<file path="src/rtl/adder_arb_pkg.sv">
// Shared types and constants for adder_share_arbiter and its sub-blocks.
package adder_arb_pkg;

    localparam int DEFAULT_SIZE    = 4;
    localparam int DEFAULT_NUM_REQ = 4;

    typedef enum logic [1:0] {
        ST_IDLE = 2'd0,
        ST_CALC = 2'd1,
        ST_DONE = 2'd2
    } state_t;

    // Width of a requester index; a single requester still needs one bit.
    function automatic int idx_width(input int n);
        return (n > 1) ? $clog2(n) : 1;
    endfunction

endpackage

</file>
<file path="src/rtl/adder.sv">
// Shared unsigned adder datapath: full SIZE+1-bit sum, carry-in of zero.
module Adder #(
    parameter int SIZE = 4
) (
    input  logic [SIZE-1:0] i_A,
    input  logic [SIZE-1:0] i_B,
    output logic [SIZE:0]   o_SUM
);

    assign o_SUM = {1'b0, i_A} + {1'b0, i_B};

endmodule

</file>
<file path="src/rtl/adder_share_arbiter_rr_select.sv">
// Combinational winner selection: round-robin from i_PTR when
// ADDER_ARB_ROUND_ROBIN_EN is defined, lowest-index fixed priority otherwise.
module rr_select
    import adder_arb_pkg::*;
#(
    parameter  int NUM_REQ = DEFAULT_NUM_REQ,
    localparam int IDX_W   = idx_width(NUM_REQ)
) (
    input  logic [NUM_REQ-1:0] i_REQ,
    input  logic [IDX_W-1:0]   i_PTR,
    output logic [NUM_REQ-1:0] o_GRANT,
    output logic [IDX_W-1:0]   o_IDX
);

    logic found;

`ifdef ADDER_ARB_ROUND_ROBIN_EN
    always_comb begin
        // NOTE: every output gets a default first so no path can infer a latch.
        o_GRANT = '0;
        o_IDX   = '0;
        found   = 1'b0;
        for (int i = 0; i < NUM_REQ; i++) begin
            if (!found && i_REQ[(int'(i_PTR) + i) % NUM_REQ]) begin
                found                                    = 1'b1;
                o_GRANT[(int'(i_PTR) + i) % NUM_REQ]     = 1'b1;
                o_IDX                                    = IDX_W'((int'(i_PTR) + i) % NUM_REQ);
            end
        end
    end
`else
    logic unused_ptr;
    assign unused_ptr = ^i_PTR;

    always_comb begin
        o_GRANT = '0;
        o_IDX   = '0;
        found   = 1'b0;
        for (int i = 0; i < NUM_REQ; i++) begin
            if (!found && i_REQ[i]) begin
                found      = 1'b1;
                o_GRANT[i] = 1'b1;
                o_IDX      = IDX_W'(i);
            end
        end
    end
`endif

endmodule

</file>
<file path="src/rtl/adder_share_arbiter.sv">
// Arbitrates NUM_REQ requesters onto one shared Adder with a valid/ack result.
// Macro ADDER_ARB_ROUND_ROBIN_EN selects round-robin; default is fixed priority.
module adder_share_arbiter
    import adder_arb_pkg::*;
#(
    parameter  int SIZE    = DEFAULT_SIZE,
    parameter  int NUM_REQ = DEFAULT_NUM_REQ,
    localparam int IDX_W   = idx_width(NUM_REQ)
) (
    input  logic                    i_CLK,
    input  logic                    i_RESET_N,
    input  logic [NUM_REQ-1:0]      i_REQ,
    input  logic [NUM_REQ*SIZE-1:0] i_VECTOR_ONE,
    input  logic [NUM_REQ*SIZE-1:0] i_VECTOR_TWO,
    input  logic                    i_ACK,
    output logic [NUM_REQ-1:0]      o_GRANT,
    output logic [SIZE:0]           o_VECTOR_SUM,
    output logic                    o_VALID,
    output logic                    o_BUSY
);

    state_t             state_q, state_d;
    logic [SIZE-1:0]    op_one_q, op_one_d;
    logic [SIZE-1:0]    op_two_q, op_two_d;
    logic [IDX_W-1:0]   win_q, win_d;
    logic [NUM_REQ-1:0] grant_q, grant_d;
    logic [SIZE:0]      sum_q, sum_d;
    logic               valid_q, valid_d;
    logic               busy_q, busy_d;
    logic [IDX_W-1:0]   ptr;

    logic [NUM_REQ-1:0] sel_grant;
    logic [IDX_W-1:0]   sel_idx;
    logic [SIZE:0]      adder_sum;

`ifdef ADDER_ARB_ROUND_ROBIN_EN
    logic [IDX_W-1:0] ptr_q, ptr_d;
    assign ptr = ptr_q;
`else
    assign ptr = '0;
`endif

    rr_select #(.NUM_REQ(NUM_REQ)) u_rr_select (
        .i_REQ   (i_REQ),
        .i_PTR   (ptr),
        .o_GRANT (sel_grant),
        .o_IDX   (sel_idx)
    );

    // The adder only ever sees the operands captured in IDLE.
    Adder #(.SIZE(SIZE)) u_adder (
        .i_A   (op_one_q),
        .i_B   (op_two_q),
        .o_SUM (adder_sum)
    );

    always_comb begin
        state_d  = state_q;
        op_one_d = op_one_q;
        op_two_d = op_two_q;
        win_d    = win_q;
        grant_d  = grant_q;
        sum_d    = sum_q;
        valid_d  = valid_q;
        busy_d   = busy_q;
`ifdef ADDER_ARB_ROUND_ROBIN_EN
        ptr_d    = ptr_q;
`endif
        unique case (state_q)
            ST_IDLE: begin
                if (|i_REQ) begin
                    op_one_d = i_VECTOR_ONE[int'(sel_idx)*SIZE +: SIZE];
                    op_two_d = i_VECTOR_TWO[int'(sel_idx)*SIZE +: SIZE];
                    win_d    = sel_idx;
                    grant_d  = sel_grant;
                    busy_d   = 1'b1;
                    state_d  = ST_CALC;
                end
            end
            ST_CALC: begin
                sum_d   = adder_sum;
                valid_d = 1'b1;
                state_d = ST_DONE;
            end
            ST_DONE: begin
                if (i_ACK) begin
                    sum_d   = '0;
                    valid_d = 1'b0;
                    grant_d = '0;
                    busy_d  = 1'b0;
                    state_d = ST_IDLE;
`ifdef ADDER_ARB_ROUND_ROBIN_EN
                    ptr_d   = (win_q == IDX_W'(NUM_REQ - 1)) ? '0 : win_q + 1'b1;
`endif
                end
            end
            default: begin
                state_d = ST_IDLE;
            end
        endcase
    end

`ifndef ADDER_ARB_ROUND_ROBIN_EN
    logic unused_win;
    assign unused_win = ^win_q;
`endif

    // NOTE: sequential state uses non-blocking assignments only.
    always_ff @(posedge i_CLK or negedge i_RESET_N) begin
        if (!i_RESET_N) begin
            state_q  <= ST_IDLE;
            op_one_q <= '0;
            op_two_q <= '0;
            win_q    <= '0;
            grant_q  <= '0;
            sum_q    <= '0;
            valid_q  <= 1'b0;
            busy_q   <= 1'b0;
`ifdef ADDER_ARB_ROUND_ROBIN_EN
            ptr_q    <= '0;
`endif
        end else begin
            state_q  <= state_d;
            op_one_q <= op_one_d;
            op_two_q <= op_two_d;
            win_q    <= win_d;
            grant_q  <= grant_d;
            sum_q    <= sum_d;
            valid_q  <= valid_d;
            busy_q   <= busy_d;
`ifdef ADDER_ARB_ROUND_ROBIN_EN
            ptr_q    <= ptr_d;
`endif
        end
    end

    assign o_GRANT      = grant_q;
    assign o_VECTOR_SUM = sum_q;
    assign o_VALID      = valid_q;
    assign o_BUSY       = busy_q;

endmodule

</file>
<file path="config.mk">
export PLATFORM = sky130hd
export DESIGN_NAME = adder_share_arbiter
export DESIGN_NICKNAME = d
export VERILOG_FILES = /design/src/rtl/adder_arb_pkg.sv /design/src/rtl/adder.sv /design/src/rtl/adder_share_arbiter_rr_select.sv /design/src/rtl/adder_share_arbiter.sv
export SDC_FILE = /design/constraint.sdc
export NUM_CORES = 1
export LEC_CHECK = 0
export BUFFER_PORTS_ARGS = -buffer_cell sky130_fd_sc_hd__buf_2
export CAP_MARGIN = 20
export CORE_UTILIZATION = 40
export CTS_CLUSTER_SIZE = 14
export DETAILED_ROUTE_END_ITERATION = 8
export PLACE_DENSITY = 0.71
export SLEW_MARGIN = 20
export SYNTH_ARGS = -nofsm -noshare
export SYNTH_HDL_FRONTEND = slang
export SYNTH_SLANG_ARGS = --single-unit
export TNS_END_PERCENT = 10
</file>
<file path="constraint.sdc">
create_clock -name i_CLK -period 1.6 [get_ports i_CLK]
set_clock_uncertainty 0.1 [all_clocks]
set_input_delay 0.16 -clock i_CLK [delete_from_list [all_inputs] [get_ports i_CLK]]
set_output_delay 0.16 -clock i_CLK [all_outputs]
set_load 0.1 [all_outputs]
</file>
==> reports/results.tsv <==
metric	value	unit
hpwl	2210	µm
drv_slew	0	
clk_path_buf_depth	2	
hold_violations	0	
min_to	op_one_q[2]$_DFFE_PN0P_	
die_w	58.0	µm
setup_ws	0.0963	ns
stdcell_count	221	
powerDensity	2190	nW/µm²
die-area	3360	µm²
timing.fmax	0.665	GHz
clkSinkCount	21	
path_clk_slew	0.12	ns
synthTopCellsByCount	dfrtp_1 (21), a21oi_1 (20), nand2_1 (18), nor2_1 (11), nand3b_1 (7)	
path_max_fanout	2	
synth_area_leaders	dfrtp_1 (42%), a21oi_1 (8.0%), nand2_1 (5.4%)	
synth_warnings	0	
cts_buffers	3	
portBuffers	49	
dp_slack	0.0308	ns
cp-startpoint	op_two_q[0]$_DFFE_PN0P_	
power_switching	1900	µW
cp-end-kind	flip-flop	
r2r_slack	0.1	ns
p_int	1580	µW
critPathArrivalTime	1.61	ns
slew_headroom	67.7	%
areaGrowthSynthToFinish	26.7	%
ir_worst_vdd	0.732	mV
cp_slowest_cell	fa_2	
cpMostUsedCell	inv_2	
chipHeight	58.0	µm
dr_total_vias	1189	
utilization	55.7	%
async_reset_ff_share	100	%
ys_seq_elements	21	
antenna_found_initial	0	
maxCapViolations	0	
synthCells	136	
initial_core_util	43.9	%
grt_max_degree	22	
antenna_cells	0	
cts-root-buf	clkbuf_4	
worstPathRequired	1.70	ns
status	finished with violations	
power_frac_seq	27.0	%
power.leakage	0.000766	µW
syn_nets	180	
p_total	3470	µW
whs_path_depth	3	
synth.most_common_cell	dfrtp_1	
worstHoldPathType	input pin to flip-flop	
final-setup-viol-count	0	
max_stage_delay	0.52	ns
yosysTopAreaCell	dfrtp_1	
grt-ovfl-total	0	
violations	DRC	
layout_min_cycle_time	1.50	ns
vias_per_cell	5.38	
reg2reg_from	op_two_q[0]$_DFFE_PN0P_	
worstSetupPathType	flip-flop to flip-flop	
timing.final.crit_share	94.0	%
gp_congestion	0.786	
coreArea	2850	µm²
clk_latency	0.30	ns
min-delay-start	i_VECTOR_ONE[6]	
grt_usage	18.0	%
ant_nets	0	
final_nets	235	
synth_cell_types	34	
fp-row-count	19	
path_cells	ha_2 > inv_2 > fa_2 > inv_2 > o22ai_2 > a21oi_1	
pwr-share-comb	65.6	%
synth_edf_count	0	
drt_drc_violations_left	3	
first_pass_iters	6	
swShare	54.6	%
grt_setup_unrepaired	no	
first_global_vias	1105	
htreeDepth	1	
syn_area	1250	µm²
ys_seq_area_share	41.9	%
worstSetupStartpointType	flip-flop	
grt_first_pass_wirelength	4760	µm
place_inst	213	
power_frac_clock	7.4	%
drive_above_1_share	37.4	%
reg2reg_to	o_VECTOR_SUM[1]$_DFFE_PN0P_	
ios	50	
synth_top_area_share	41.9	%
final.setup.tns	0	ns
initialDrtViolationCount	39	
r2r_cells	6	
worst_pin_slew	0.488	ns
syn_area_per_cell	9.22	µm²
wl	2810	µm
ys.flop_type	dfrtp_1	
tritoncts	yes	
avgRoutedWirePerCell	12.7	µm
[critical path: cells and delay by family (launching register included)]
kind	cells	cell delay [ns]
flops	1	0.38
buf+inv	2	0.08
fa+ha+maj	2	0.72
compound gates	2	0.13
[cell type report]
type / count / area [µm²]
sequential: 21 / 526
multi-input combinational: 101 / 648
clock inverter: 1 / 5.00
fill: 274 / 1260
tap: 31 / 38.8
inverter: 5 / 21.3
clock buffer: 3 / 22.5
timing repair buffer: 59 / 328
[layer usage]
| metal | vias up | track usage, % | wire length [µm] |
|---|---|---|---|
| met5 | - | 0 | 0 |
| met4 | 0 | 4.08 | 14 |
| met3 | 4 | 3.13 | 166 |
| met2 | 47 | 30.2 | 1280 |
| met1 | 540 | 24.3 | 1350 |
| li1 | 598 | - | - |
[power groups by stage]
stage | registers, µW | clock network, µW | logic, µW
5_1_grt | 970 | 282 | 2470
6_report | 937 | 256 | 2280
4_1_cts | 939 | 262 | 2220
3_3_place_gp | 932 | 0 | 2170
2_1_floorplan | 1750 | 0 | 994
3_5_place_dp | 951 | 0 | 2210
[sequential cells by signal (all words and copies together) (netlist names)]
name / count
o_BUSY: 1
o_GRANT: 4
o_VALID: 1
o_VECTOR_SUM: 5
op_one_q: 4
op_two_q: 4
state_q: 2
[stage by stage]
step / area, µm² / hold slack [ns]
after floorplan: 1250 / -0.236
after global placement: 1510 / 0.0311
after detailed placement: 1510 / 0.0392
after CTS: 1570 / 0.0557
after global routing: 1590 / 0.0563
final: 1590 / 0.0520
[cells by family after synthesis]
kind of cell | synth area share (%)
buf+inv | 7.28
fa+ha+maj | 5.59
compound gates | 25.8
simple gates | 18.0
xor+xnor | 1.40
flops | 41.9
[layout by cell type, fill, tap and decap left out, types with 4 or more instances in the layout]
cell,instances
a21oi_1,20
a221oi_1,6
a22oi_1,4
buf_2,49
buf_4,7
dfrtp_1,21
nand2_1,18
nand3b_1,7
nor2_1,11
o21ai_0,5
[worst max path at each step]
stage / endpoint
2_1_floorplan: o_VECTOR_SUM[4]$_DFFE_PN0P_
3_3_place_gp: o_VECTOR_SUM[4]$_DFFE_PN0P_
3_5_place_dp: o_VECTOR_SUM[4]$_DFFE_PN0P_
4_1_cts: o_VECTOR_SUM[4]$_DFFE_PN0P_
5_1_grt: o_VECTOR_SUM[4]$_DFFE_PN0P_
6_report: o_VECTOR_SUM[1]$_DFFE_PN0P_
[what timing repair did]
action	CTS	global route
setup buffers	0	1
gates resized for setup	0	5
setup endpoints to repair	0	3
hold buffers	3	0
endpoints found under the hold margin	23	0
Power figures use the tool's default switching activity.
